===== src/rtl/dac_ser_pkg.sv =====
// Shared types and helpers for the dac_ser serializer.
// Frame length depends on DAC_SER_PARITY_EN (adds one even-parity bit).
package dac_ser_pkg;

  typedef enum logic [1:0] {
    IDLE,
    SHIFT,
    LATCH
  } state_e;

  function automatic int unsigned frame_bits(input int unsigned width);
`ifdef DAC_SER_PARITY_EN
    return width + 1;
`else
    return width;
`endif
  endfunction

endpackage


===== src/rtl/dac_ser_bit_timer.sv =====
// Per-bit timer: counts 0..DIV-1 while enabled, giving the sclk phase and an
// end-of-bit strobe.
module dac_ser_bit_timer #(
  parameter int unsigned DIV = 4
) (
  input  logic clk,
  input  logic rst,
  input  logic en,
  input  logic clr,
  output logic phase,
  output logic bit_done
);

  localparam int unsigned CntW = $clog2(DIV);
  localparam logic [CntW-1:0] Last = CntW'(DIV - 1);
  localparam logic [CntW-1:0] Half = CntW'(DIV / 2);

  logic [CntW-1:0] cnt_q, cnt_d;

  always_comb begin
    cnt_d = cnt_q;
    if (clr) begin
      cnt_d = '0;
    end else if (en) begin
      cnt_d = (cnt_q == Last) ? '0 : cnt_q + 1'b1;
    end
  end

  always_ff @(posedge clk) begin
    if (rst) begin
      cnt_q <= '0;
    end else begin
      cnt_q <= cnt_d;
    end
  end

  // sclk low for the first half of the bit, high for the second
  assign phase    = (cnt_q >= Half);
  assign bit_done = en && !clr && (cnt_q == Last);

endmodule


===== src/rtl/dac_ser.sv =====
// Serializer for the off-chip DAC: each enable toggle sends one MSB-first frame
// followed by a latch pulse. Optional even parity bit with DAC_SER_PARITY_EN.
module dac_ser
  import dac_ser_pkg::*;
#(
  parameter int unsigned WIDTH = 8,
  parameter int unsigned DIV   = 4
) (
  input  logic             clk,
  input  logic             rst,
  input  logic [WIDTH-1:0] code_i,
  input  logic             enable_i,
  input  logic             clr_ovr_i,
  output logic             sdata_o,
  output logic             sclk_o,
  output logic             sync_o,
  output logic             latch_o,
  output logic             busy_o,
  output logic             overrun_o
);

  localparam int unsigned FrameBits = frame_bits(WIDTH);
  localparam int unsigned BcW       = $clog2(FrameBits + 1);
  localparam logic [BcW-1:0] LastBit = BcW'(FrameBits - 1);

  state_e               state_q, state_d;
  logic                 enable_q;
  logic [FrameBits-1:0] sreg_q, sreg_d;
  logic [BcW-1:0]       bit_cnt_q, bit_cnt_d;
  logic                 overrun_q, overrun_d;
  logic                 trigger;
  logic                 phase, bit_done;
  logic [FrameBits-1:0] frame_word;

  assign trigger = enable_i ^ enable_q;

`ifdef DAC_SER_PARITY_EN
  assign frame_word = {code_i, ^code_i};
`else
  assign frame_word = code_i;
`endif

  dac_ser_bit_timer #(
    .DIV(DIV)
  ) u_bit_timer (
    .clk      (clk),
    .rst      (rst),
    .en       (state_q == SHIFT),
    .clr      (state_q != SHIFT),
    .phase    (phase),
    .bit_done (bit_done)
  );

  always_comb begin
    state_d   = state_q;
    sreg_d    = sreg_q;
    bit_cnt_d = bit_cnt_q;
    sdata_o   = 1'b0;
    sclk_o    = 1'b0;
    sync_o    = 1'b0;
    latch_o   = 1'b0;
    busy_o    = 1'b0;
    unique case (state_q)
      IDLE: begin
        if (trigger) begin
          sreg_d    = frame_word;
          bit_cnt_d = '0;
          state_d   = SHIFT;
        end
      end
      SHIFT: begin
        sync_o  = 1'b1;
        busy_o  = 1'b1;
        sdata_o = sreg_q[FrameBits-1];
        sclk_o  = phase;
        if (bit_done) begin
          sreg_d    = sreg_q << 1;
          bit_cnt_d = bit_cnt_q + 1'b1;
          if (bit_cnt_q == LastBit) begin
            state_d = LATCH;
          end
        end
      end
      LATCH: begin
        latch_o = 1'b1;
        busy_o  = 1'b1;
        state_d = IDLE;
      end
      default: state_d = IDLE;
    endcase
  end

  // A trigger outside IDLE is dropped; flagging it takes priority over a clear
  always_comb begin
    overrun_d = overrun_q;
    if (trigger && (state_q != IDLE)) begin
      overrun_d = 1'b1;
    end else if (clr_ovr_i) begin
      overrun_d = 1'b0;
    end
  end

  always_ff @(posedge clk) begin
    if (rst) begin
      state_q   <= IDLE;
      enable_q  <= 1'b0;
      sreg_q    <= '0;
      bit_cnt_q <= '0;
      overrun_q <= 1'b0;
    end else begin
      state_q   <= state_d;
      enable_q  <= enable_i;
      sreg_q    <= sreg_d;
      bit_cnt_q <= bit_cnt_d;
      overrun_q <= overrun_d;
    end
  end

  assign overrun_o = overrun_q;

endmodule


===== config.mk =====
export PLATFORM = sky130hd
export DESIGN_NAME = dac_ser
export DESIGN_NICKNAME = d
export VERILOG_FILES = /design/src/rtl/dac_ser_pkg.sv /design/src/rtl/dac_ser_bit_timer.sv /design/src/rtl/dac_ser.sv
export SDC_FILE = /design/constraint.sdc
export NUM_CORES = 1
export LEC_CHECK = 0
export BUFFER_PORTS_ARGS = -buffer_cell sky130_fd_sc_hd__buf_4
export CORE_MARGIN = 2
export CORE_UTILIZATION = 52
export CTS_CLUSTER_SIZE = 28
export DETAILED_ROUTE_END_ITERATION = 12
export PLACE_DENSITY = 0.76
export SLEW_MARGIN = 10
export SYNTH_ARGS = -nofsm -noshare
export SYNTH_HDL_FRONTEND = slang
export SYNTH_SLANG_ARGS = --single-unit

===== constraint.sdc =====
create_clock -name clk -period 1.76 [get_ports clk]
set_clock_uncertainty 0.1 [all_clocks]
set_input_delay 0.352 -clock clk [delete_from_list [all_inputs] [get_ports clk]]
set_output_delay 0.352 -clock clk [all_outputs]
set_load 0.1 [all_outputs]

## Word-level counts from Yosys, hierarchy flattened

Cells that the tools add are included.

- $add $sub $neg: 2
- Order comparisons: 1
- Equal/unequal tests: 8
- Multiplexer cells: 18
- Bitwise gates (word level): 1
- Reduce and logical (&&, ||, !) cells: 12

Operators with widths:

| kind | number |
|---|---|
| $mux W8 | 2 |
| $pmux W8 S2 | 1 |
| $mux W2 | 4 |
| $mux W4 | 2 |
| $pmux W4 S2 | 1 |
| $mux W1 | 7 |
| $ne A2 B2 Y1 const B | 3 |
| $reduce_and A3 Y1 | 2 |
| $reduce_bool A2 Y1 | 3 |
| $add A4 B1 Y4 const B | 1 |
| $eq A2 B2 Y1 const B | 2 |
| $eq A4 B3 Y1 const B | 1 |
| $pmux W2 S2 | 1 |
| $reduce_or A2 Y1 | 2 |
| $logic_and A1 B1 Y1 | 3 |
| $add A2 B1 Y2 const B | 1 |
| $eq A2 B1 Y1 const B | 1 |
| $ge A2 B2 Y1 const B | 1 |
| $logic_not A2 Y1 | 1 |
| $ne A2 B1 Y1 const B | 1 |
| $logic_not A1 Y1 | 1 |
| $xor A1 B1 Y1 | 1 |

- Register bits: 18
- Input port bits: 12
- Output and inout bits: 6
- Word-level logic and storage cells: 48

## Logic depth before layout (Yosys ltp)

- Word-level depth: 6
- Gate-level depth with buffers: 7

## Cells and area by module

Synthesis repeated with hierarchy kept, for this count alone.

- Cells, all modules: 109
- Area total of the unflattened synthesis: 1062.3 um^2

Modules (own cells, without submodules):

| module | instances | cells an instance | area each (um^2) | seq. area each (um^2) |
|---|---|---|---|---|
| dac_ser | 1 | 97 | 938.4 | 320.3 |
| dac_ser_bit_timer | 1 | 12 | 123.9 | 40.0 |

## Worst setup path after synthesis

OpenSTA, ideal clock, no wires.

- Path type: reg2out
- Start point: register state_q[1]
- End point: output sclk_o
- Data arrival time: 3.081 ns
- Data required time: 1.308 ns
- Path slack: -1.773 ns
- Stages on the path, launching flop included: 7
- Buffers on the path: 2
- Cells stage by stage: dfxtp_1 inv_1 ha_1 buf_2 buf_2 inv_1 nor2_1

- Longest elaborated chain between the ends: 2

Ends and longest elaborated chain:

| element | RTL line | source |
|---|---|---|
| from (decl) | dac_ser.sv:26 | `state_e state_q, state_d;` |
| from (signal assigned) | dac_ser.sv:111 | `state_q <= state_d;` |
| $eq A2 B1 Y1 | dac_ser.sv:63 | `unique case (state_q)` |
| $mux W1 | dac_ser.sv:63 |  |
| to (decl) | dac_ser.sv:15 | `output logic sclk_o,` |

Every way passes these cells.

## Final worst setup path

- Start point: register state_q[0]
- End point: output busy_o

- Longest elaborated chain between the ends: 3
- Elaborated cells between the ends (all ways): 4
- Those cells by class: eq/ne: 2; mux: 1; reduce/logical: 1

Ends and longest elaborated chain:

| element | RTL line | source |
|---|---|---|
| $eq A2 B2 Y1 / $eq A2 B1 Y1 (equally long branches) | dac_ser.sv:63 |  |
| $reduce_or A2 Y1 (no source line) (*) | - |  |
| $mux W1 (*) | dac_ser.sv:63 |  |
| to (decl) | dac_ser.sv:18 | `output logic busy_o,` |

Mark *: on every way between the ends. The rest lies on a longest branch, timed or not.

==> qor.txt <==
Sequential area share after synthesis: 0.402
CP max stage delay: 0.40 ns
CTS buffer count: 3
Final core utilization: 0.699
RSZ-0062 raised after global routing: true
PD cells: 1580 mW/mm^2
Grt ovf: 0
Hold crit path type: primary input to flop
CP Capture Type: output pin
FP Rows: 15
Outcome: complete, no violations
Synth Area per Inst: 9.25 sq um
Minimum clock period: 1.75 ns
Crit Path Class: flop to output pin
Core area: 0.00167 sq mm
Worst-margin pin slew: 0.391 ns
Cell Area, Placed: 0.00105 sq mm
Routed wire length: 1.81 mm
Hold_ws: 0.183 ns
Vias in the first global route: 612
CP startpoint kind: flop
CP cell instances: inv_1 > ha_2 > buf_12
Critical Path Slowest Stage Cell: dfxtp_4
Residual DRC: 0
Critical Path AT: 1.30 ns
Layout cell share with drive strength beyond 1: 0.336
Initial drt markers: 13
Slew margin rel.: 0.737
H-tree depth: 1
Commonest cells after routing, fill and taps aside: buf_4 (16), dfxtp_1 (15), nor2_1 (11)
Wirelength per Cell: 13.6 microns
Clk_lat worst skew: 0.30 ns
Worst-path clk slew: 0.10 ns
Number of antenna diodes: 0
# setup viols final: 0
Die W: 45.5 microns
Antenna Nets Post-Route: 0
Commonest non-fill, non-tap cell in the layout: buf_4
Clk sinks: 18
Port-buffer cells: 17
Vias/cell: 5.49
Final worst-path cycle share: 0.996
Die height: 45.5 microns
Io pins: 18
Initial Util: 0.537
Cell count after synthesis: 97
Syn Nets: 116
Synth Register Bits: 18
CTS root buf: clkbuf_4
Total power: 1.85 mW
Final instance area: 0.00117 sq mm
Setup TNS Final: 0 ns
Initial antenna violation count: 0
CP max FO: 4
Routability cong.: 0.787
Syn-to-layout area delta: 30.1%
Final hold vios: 0
First-pass GRT wire length: 2.72 mm
Nets: 136
Total GRT Usage: 0.186
Max cap viols: 0
Netlist cell types: 25
Vias: 730
Ys Warns: 0
Slew Viols, Final: 0
DR pass1 iterations: 4
Fmax: 0.571 GHz
Hpwl dp: 1.21 mm
Clock tree from TritonCTS: yes
Clock Path Buffers: 2
VDD IR max: 875 uV
Leak Pwr: 0.462 nW
Die footprint: 0.00207 sq mm
Worst path required time: 1.31 ns
Post-Synthesis Cell Area: 897 sq um
Largest net degree at the start of global routing: 19
==> cells by family after synthesis <==
logic type / Yosys count / share of synthesized area
compound gates: 19 / 0.152
fa+ha+maj: 7 / 0.0976
mux: 9 / 0.100
flops: 18 / 0.402
xor+xnor: 1 / 0.00976
buf+inv: 12 / 0.0614
simple gates: 31 / 0.177
==> final timing paths <==
check / from / end / slack (ns) / depth (start not counted)
worst max-delay path: state_q[0] / busy_o / 0.008 / 3
worst min-delay path: enable_i / enable_q / 0.18 / 2
worst min register to register: u_bit_timer.cnt_q[0] / u_bit_timer.cnt_q[0] / 0.33 / 1
worst max register to register: state_q[1] / state_q[0] / 0.10 / 6
==> power breakdown <==
part | internal [mW] | leakage (nW) | switching (mW)
sequential | 0.522 | 0.149 | 0.0751
combinational | 0.403 | 0.292 | 0.588
clock | 0.126 | 0.0210 | 0.134
==> metrics by stage <==
| step | setup slack (ns) | cells |
|---|---|---|
| 3_3_place_gp | 0.167 | 127 |
| 2_1_floorplan | -0.233 | 97 |
| 6_report | 0.00772 | 133 |
| 3_5_place_dp | 0.109 | 127 |
| 5_1_grt | -0.0261 | 133 |
| 4_1_cts | -0.00765 | 132 |
==> flip-flops by register name, summed over array words and instances, names as in the netlist <==
| name | count |
|---|---|
| state_q | 2 |
| overrun_o | 1 |
| bit_cnt_q | 4 |
| u_bit_timer.cnt_q | 2 |
| enable_q | 1 |
| sreg_q | 8 |
==> cells in the mapped netlist <==
master	instances	area (sq um)
dfxtp_1	18	360
nor2_1	13	48.8
mux2i_1	9	90.1
a211oi_1	7	52.6
ha_1	7	87.6
a21oi_1	6	30.0
inv_1	6	22.5
nand2b_1	6	37.5
nand3_1	3	15.0
nand3b_1	3	22.5
buf_2	2	10.0
buf_4	2	15.0
clkbuf_1	2	7.51
nor3_1	2	10.0
a211oi_2	1	12.5
a21oi_2	1	8.76
a222oi_1	1	10.0
a22oi_1	1	7.51
a31o_2	1	8.76
a31oi_1	1	6.26
and2_1	1	6.26
nand2_1	1	3.75
nand4b_1	1	8.76
nor2b_1	1	6.26
xnor2_1	1	8.76
==> metal layers <==
layer / global-route usage / part of all wire / vias to the layer above
li1: - / - / 379
met1: 0.237 / 0.44 / 331
met2: 0.299 / 0.50 / 16
met3: 0.0238 / 0.036 / 4
met4: 0.106 / 0.022 / 0
met5: 0 / 0 / -
==> timing repair <==
item,4_1_cts,5_1_grt
resized for setup,7,9
setup buffers,1,1
hold buffers,0,0
endpoints found under the setup margin,4,13
==> cell type report <==
cell class / instances / area (sq um)
Clock buffer: 4 / 36.3
Fill cell: 136 / 503
Inverter: 6 / 25.0
Multi-Input combinational cell: 67 / 520
Sequential cell: 18 / 367
Tap cell: 17 / 21.3
Timing Repair Buffer: 21 / 198
==> critical path, delay by kind of cell (launching register included) <==
family / cells / cell delay (ns)
flops: 1 / 0.40
fa+ha+maj: 1 / 0.35
buf+inv: 2 / 0.24
Power figures use the tool's default switching activity.
